===== src/rtl/serial_add_ctrl.sv =====
// serial_add_ctrl: bit-serial add/subtract sequencer sharing one full-adder cell across WIDTH bits.
module fa_structural (
  input  logic a,
  input  logic b,
  input  logic ci,
  output logic s,
  output logic co
);
  logic p, g, t;
  xor (p, a, b);
  xor (s, p, ci);
  and (g, a, b);
  and (t, p, ci);
  or  (co, g, t);
endmodule

module serial_add_ctrl #(
  parameter int WIDTH = 8
) (
  input  logic             clk,
  input  logic             rst,
  input  logic             in_valid,
  output logic             in_ready,
  input  logic [WIDTH-1:0] a,
  input  logic [WIDTH-1:0] b,
  input  logic             sub,
  output logic             out_valid,
  input  logic             out_ready,
  output logic [WIDTH-1:0] sum,
  output logic             co,
  output logic             ovf,
  output logic             busy
);
  localparam int CW = $clog2(WIDTH);
  localparam logic [CW-1:0] LAST = CW'(WIDTH - 1);
  localparam logic [1:0] IDLE = 2'd0;
  localparam logic [1:0] RUN  = 2'd1;
  localparam logic [1:0] DONE = 2'd2;
  logic [1:0]       state;
  logic [WIDTH-1:0] ra, rb;
  logic [CW-1:0]    count;
  logic             carry, cin_msb, s_fa, co_fa;
  fa_structural u_fa (
    .a (ra[0]),
    .b (rb[0]),
    .ci(carry),
    .s (s_fa),
    .co(co_fa)
  );
  always_ff @(posedge clk) begin
    if (rst) begin
      state   <= IDLE;
      ra      <= '0;
      rb      <= '0;
      sum     <= '0;
      count   <= '0;
      carry   <= 1'b0;
      cin_msb <= 1'b0;
    end else begin
      case (state)
        IDLE: if (in_valid) begin
          ra    <= a;
          rb    <= sub ? ~b : b;
          carry <= sub;
          count <= '0;
          state <= RUN;
        end
        RUN: begin
          sum   <= {s_fa, sum[WIDTH-1:1]};
          ra    <= ra >> 1;
          rb    <= rb >> 1;
          carry <= co_fa;
          count <= (count == LAST) ? count : count + 1'b1;
          // carry entering the MSB is kept for the signed overflow test
          if (count == LAST) begin
            cin_msb <= carry;
            state   <= DONE;
          end
        end
        DONE: if (out_ready) state <= IDLE;
        default: state <= IDLE;
      endcase
    end
  end
  assign in_ready  = (state == IDLE) & ~rst;
  assign out_valid = (state == DONE);
  assign busy      = (state != IDLE);
  assign co        = carry;
  assign ovf       = cin_msb ^ carry;
endmodule


===== config.mk =====
export PLATFORM = sky130hd
export DESIGN_NAME = serial_add_ctrl
export DESIGN_NICKNAME = d
export VERILOG_FILES = /design/src/rtl/serial_add_ctrl.sv
export SDC_FILE = /design/constraint.sdc
export NUM_CORES = 1
export LEC_CHECK = 0
export ABC_AREA = 1
export CORE_AREA = 2 2 73 75
export CTS_BUF_LIST = sky130_fd_sc_hd__clkbuf_8
export DETAILED_ROUTE_END_ITERATION = 10
export DIE_AREA = 0 0 75 77
export HOLD_SLACK_MARGIN = 0.06
export PLACE_DENSITY_LB_ADDON = 0.08
export SETUP_SLACK_MARGIN = 0.15
export SLEW_MARGIN = 0
export SYNTH_ARGS = -nofsm -noshare
export SYNTH_HDL_FRONTEND = slang
export SYNTH_SLANG_ARGS = --single-unit

===== constraint.sdc =====
create_clock -name clk -period 1.1 [get_ports clk]
set_input_delay 0.165 -clock clk [delete_from_list [all_inputs] [get_ports clk]]
set_output_delay 0.165 -clock clk [all_outputs]
set_load 0.05 [all_outputs]

==> run summary, run 1 <==
======================================================================================================
Status                                                                                    finished with violations
Violations in the final reports                                                           negative setup slack
Leakage                                                                                     0.00127 uW
Register bit total from synthesis                                                                   31
Top-area cell type share of the netlist area                                                     40.4%
Final Worst Setup Slack                                                                      -0.162 ns
Cell with the most instances after synthesis                                                   nand2_1
Final routed DRC violation total                                                                     0
Largest cells by area after synthesis                                                     dfxtp_1 (40%), nand2_1 (19%), nor2_1 (9.8%)
CTS tree                                                                                          done
Stages on worst setup path                                                                           4
Stage delay of the slowest cell on the critical path                                           0.40 ns
Total GRT Usage                                                                                  14.8%
Number of antenna cells inserted                                                                     0
Final #Nets                                                                                        329
Total overflow reported by the global router                                                         0
Insertion delay of the later-clocked pin in the worst-skew pair                                0.29 ns
Arrival time of data at the critical path endpoint                                             1.10 ns
Vias in the first global route                                                                    1372
R2R cell count                                                                                       7
Filler cells                                                                                       465
Post-DP HPWL                                                                                   2500 um
Share of the yosys chip area belonging to registers                                              40.4%
Sum of buffers and inverters on the critical path                                                    3
Maximum Capacitance Violations                                                                       0
Initial antenna violation count                                                                      0
Max Fanout on Critical Path                                                                          3
First-iteration detailed-routing DRC count                                                          61
Number of buffers created by CTS                                                                     5
Number of warnings issued by yosys                                                                   0
Share of the core filled with cells in the final layout                                          56.9%
Fraction of final layout cells sized beyond drive strength 1                                     42.8%
Overall power consumption                                                                      3370 uW
Hold Buf Count CTS                                                                                   0
Worst voltage drop across the vdd grid                                                      0.000640 V
Hold Path Cell Cnt                                                                                   2
Clock sink count                                                                                    31
Power density of the placed cells                                                          1190 nW/um2
Biggest area consumer among synthesized cells                                                  dfxtp_1
Path type of the worst min-delay path                                                     flip-flop to flip-flop
Post-synthesis instance total                                                                      242
Netlist Area Pre-Place                                                                        1540 um2
Number of distinct standard cells referenced by the synthesized netlist                             17
Cells traversed along the worst timing path                                               inv_8, buf_6, nor2_4, buf_12
Average size of a mapped cell                                                                 6.34 um2
Critical path's top delay family                                                            flip-flops
Count of pins over their slew limit                                                                  0
CP Data Required Time                                                                          0.94 ns
Detailed-router iteration count before antenna repair                                                4
Height of the chip                                                                               77 um
Standard cell core area                                                                       4980 um2
Setup slack of the most critical reg-to-reg path                                              -0.13 ns
Critical path class                                                                       flip-flop to primary output
Pin count of the biggest net entering global routing                                                25
Post-synthesis async set-or-reset flop share                                                        0%
GPL Wtd Cong                                                                                     0.729
Initial Util                                                                                     30.8%
Number of placement rows                                                                            26
Worst setup slack before clock tree synthesis                                                -0.275 ns
Synthesis-to-finish area growth                                                                  84.5%
I/O Pins                                                                                            34
Worst Tran Pin Value                                                                          0.285 ns
Number of routed nets with antenna violations                                                        0
Clock transition at the register clock pins on the worst setup and hold paths after CTS        0.06 ns
Prevailing post-synth register cell                                                            dfxtp_1
Quantity of I/O buffers inserted on ports                                                           33
Wire length per cell after detailed routing                                                    11.2 um
Wire length of the first global-routing pass                                                   6420 um
DIE WIDTH                                                                                        75 um
Hold slack                                                                                    0.463 ns
Hold-critical path endpoint                                                               ra[7]$_SDFFE_PP0P_
Launch point of the worst path                                                            state[1]$_SDFFE_PP0P_
Final critical path time including I/O delays and setup                                        1.26 ns
Critical-path top delay cell                                                                   dfxtp_4
Hold Crit Start                                                                           ra[7]$_SDFFE_PP0P_
Setup skew after layout                                                                     0.00708 ns
Die Footprint                                                                                 5780 um2
Htree depth                                                                                          2
Commonest cells post-synth                                                                nand2_1 (77), nor2_1 (40), dfxtp_1 (31), inv_1 (31), o21ai_0 (16)
Total wire length after detailed routing                                                       4220 um
Worst relative slew slack                                                                        80.9%
RSZ-0062 raised after global routing                                                              true
Count of flip-flops with a built-in enable after synthesis                                           0
CP startpoint kind                                                                           flip-flop
Final Hold Viols                                                                                     0
Max Clock Freq                                                                                 792 MHz
Setup-failing EPs final                                                                             27
Reg2Reg Launch Point                                                                      state[0]$_SDFFE_PP0P_
Number of vias per cell                                                                           4.35
Total nets after synthesis                                                                         266
Maximum buffer depth of the clock tree                                                               2
Share of the cycle needed by the critical path after routing                                      115%
Root buffer cell                                                                              clkbuf_8
Via total after detailed routing                                                                  1637
Critical register-to-register path endpoint                                               count[0]$_SDFFE_PP0P_
Critical path capture point type                                                          primary output
======================================================================================================
-- state kept, by name, indices dropped and copies added, names as in the netlist --
register / cells
count: 3
cin_msb: 1
state: 2
ra: 8
co: 1
sum: 8
rb: 8
-- worst max path at each step --
stage | endpoint | slack, ns
after floorplan | sum[7]$_SDFFE_PP0N_ | -0.08
after global placement | rb[3]$_SDFFE_PP0P_ | -0.25
after detailed placement | rb[4]$_SDFFE_PP0P_ | -0.28
after CTS | in_ready | -0.18
after global routing | out_valid | -0.22
final | out_valid | -0.16
-- layer usage --
| layer | track usage (%) | wire length, um |
|---|---|---|
| met1 | 20.5 | 2010 |
| met2 | 21.1 | 1990 |
| met3 | 4.07 | 146 |
| met4 | 6.96 | 77 |
| met5 | 0 | 0 |
-- layout make-up --
| cell class | count | area, um2 | area share [%] |
|---|---|---|---|
| multi-input combinational | 168 | 1040 | 36.7 |
| timing repair buffer | 67 | 811 | 28.6 |
| sequential | 31 | 652 | 23.0 |
| inverter | 32 | 135 | 4.77 |
| tap | 70 | 87.6 | 3.09 |
| clock buffer | 5 | 68.8 | 2.43 |
| clock inverter | 3 | 37.5 | 1.33 |
-- report_power, final --
| part | switching (uW) | internal (uW) |
|---|---|---|
| clock | 417 | 658 |
| sequential | 59.3 | 1210 |
| combinational | 522 | 499 |
-- repair_timing --
item                       CTS  global route
pin swaps                    7            22
cloned                       1             1
buffers inserted            13             5
gates resized for setup     23            60
setup endpoints to repair   44            44
-- layout by cell type, fill, tap and decap left out --
cell type and n:
clkdlybuf4s50_1 20, nand2_1 53, dfxtp_4 6, fa_2 1, buf_8 1, clkbuf_8 5
nand2_4 5, nor2_1 28, nand3_1 8, bufinv_16 1, xor2_4 1, inv_1 29
o21ai_1 4, o21ai_2 3, ha_4 2, o21ai_0 9, inv_8 1, inv_4 3
buf_12 15, clkbuf_16 1, nand3_2 4, and2_1 1, dfxtp_1 18, inv_2 1
and2_4 1, a21oi_2 9, nor2_4 8, buf_4 18, nand2_8 2, nor2_2 5
buf_6 12, dfxtp_2 7, a21oi_1 5, nand2_2 18, o21ai_4 1
-- metrics by stage --
step / TNS (ns) / instance area [um2] / std cells
final: -2.48 / 2830 / 376
after global routing: -4.17 / 2830 / 376
after CTS: -1.84 / 2570 / 370
after detailed placement: -5.24 / 2280 / 348
after global placement: -4.81 / 2280 / 348
after floorplan: -0.168 / 1690 / 242
-- kinds of logic (layout without fill, tap and decap cells) --
| group | count (synthesis) | count (layout) | synth area share (%) |
|---|---|---|---|
| adder cells (fa/ha/maj) | 3 | 3 | 2.93 |
| buffers and inverters | 44 | 107 | 12.0 |
| AO/OA/AOI/OAI | 31 | 31 | 10.4 |
| flip-flops | 31 | 31 | 40.4 |
| AND/OR/NAND/NOR | 132 | 133 | 33.7 |
| XOR/XNOR | 1 | 1 | 0.571 |
-- tightest hold or removal path: stages (launching register included) --
cell and delay (ns):
dfxtp_1 0.31, nand2_1 0.06, a21oi_1 0.05
(Power assumes the default switching activity.)
==> run 2, diff against run 1 <==
Settings changed: CTS_CLUSTER_DIAMETER set to 80.
==> results of run 2 <==
Final layout, timing and power as in run 1 (identical DEF).
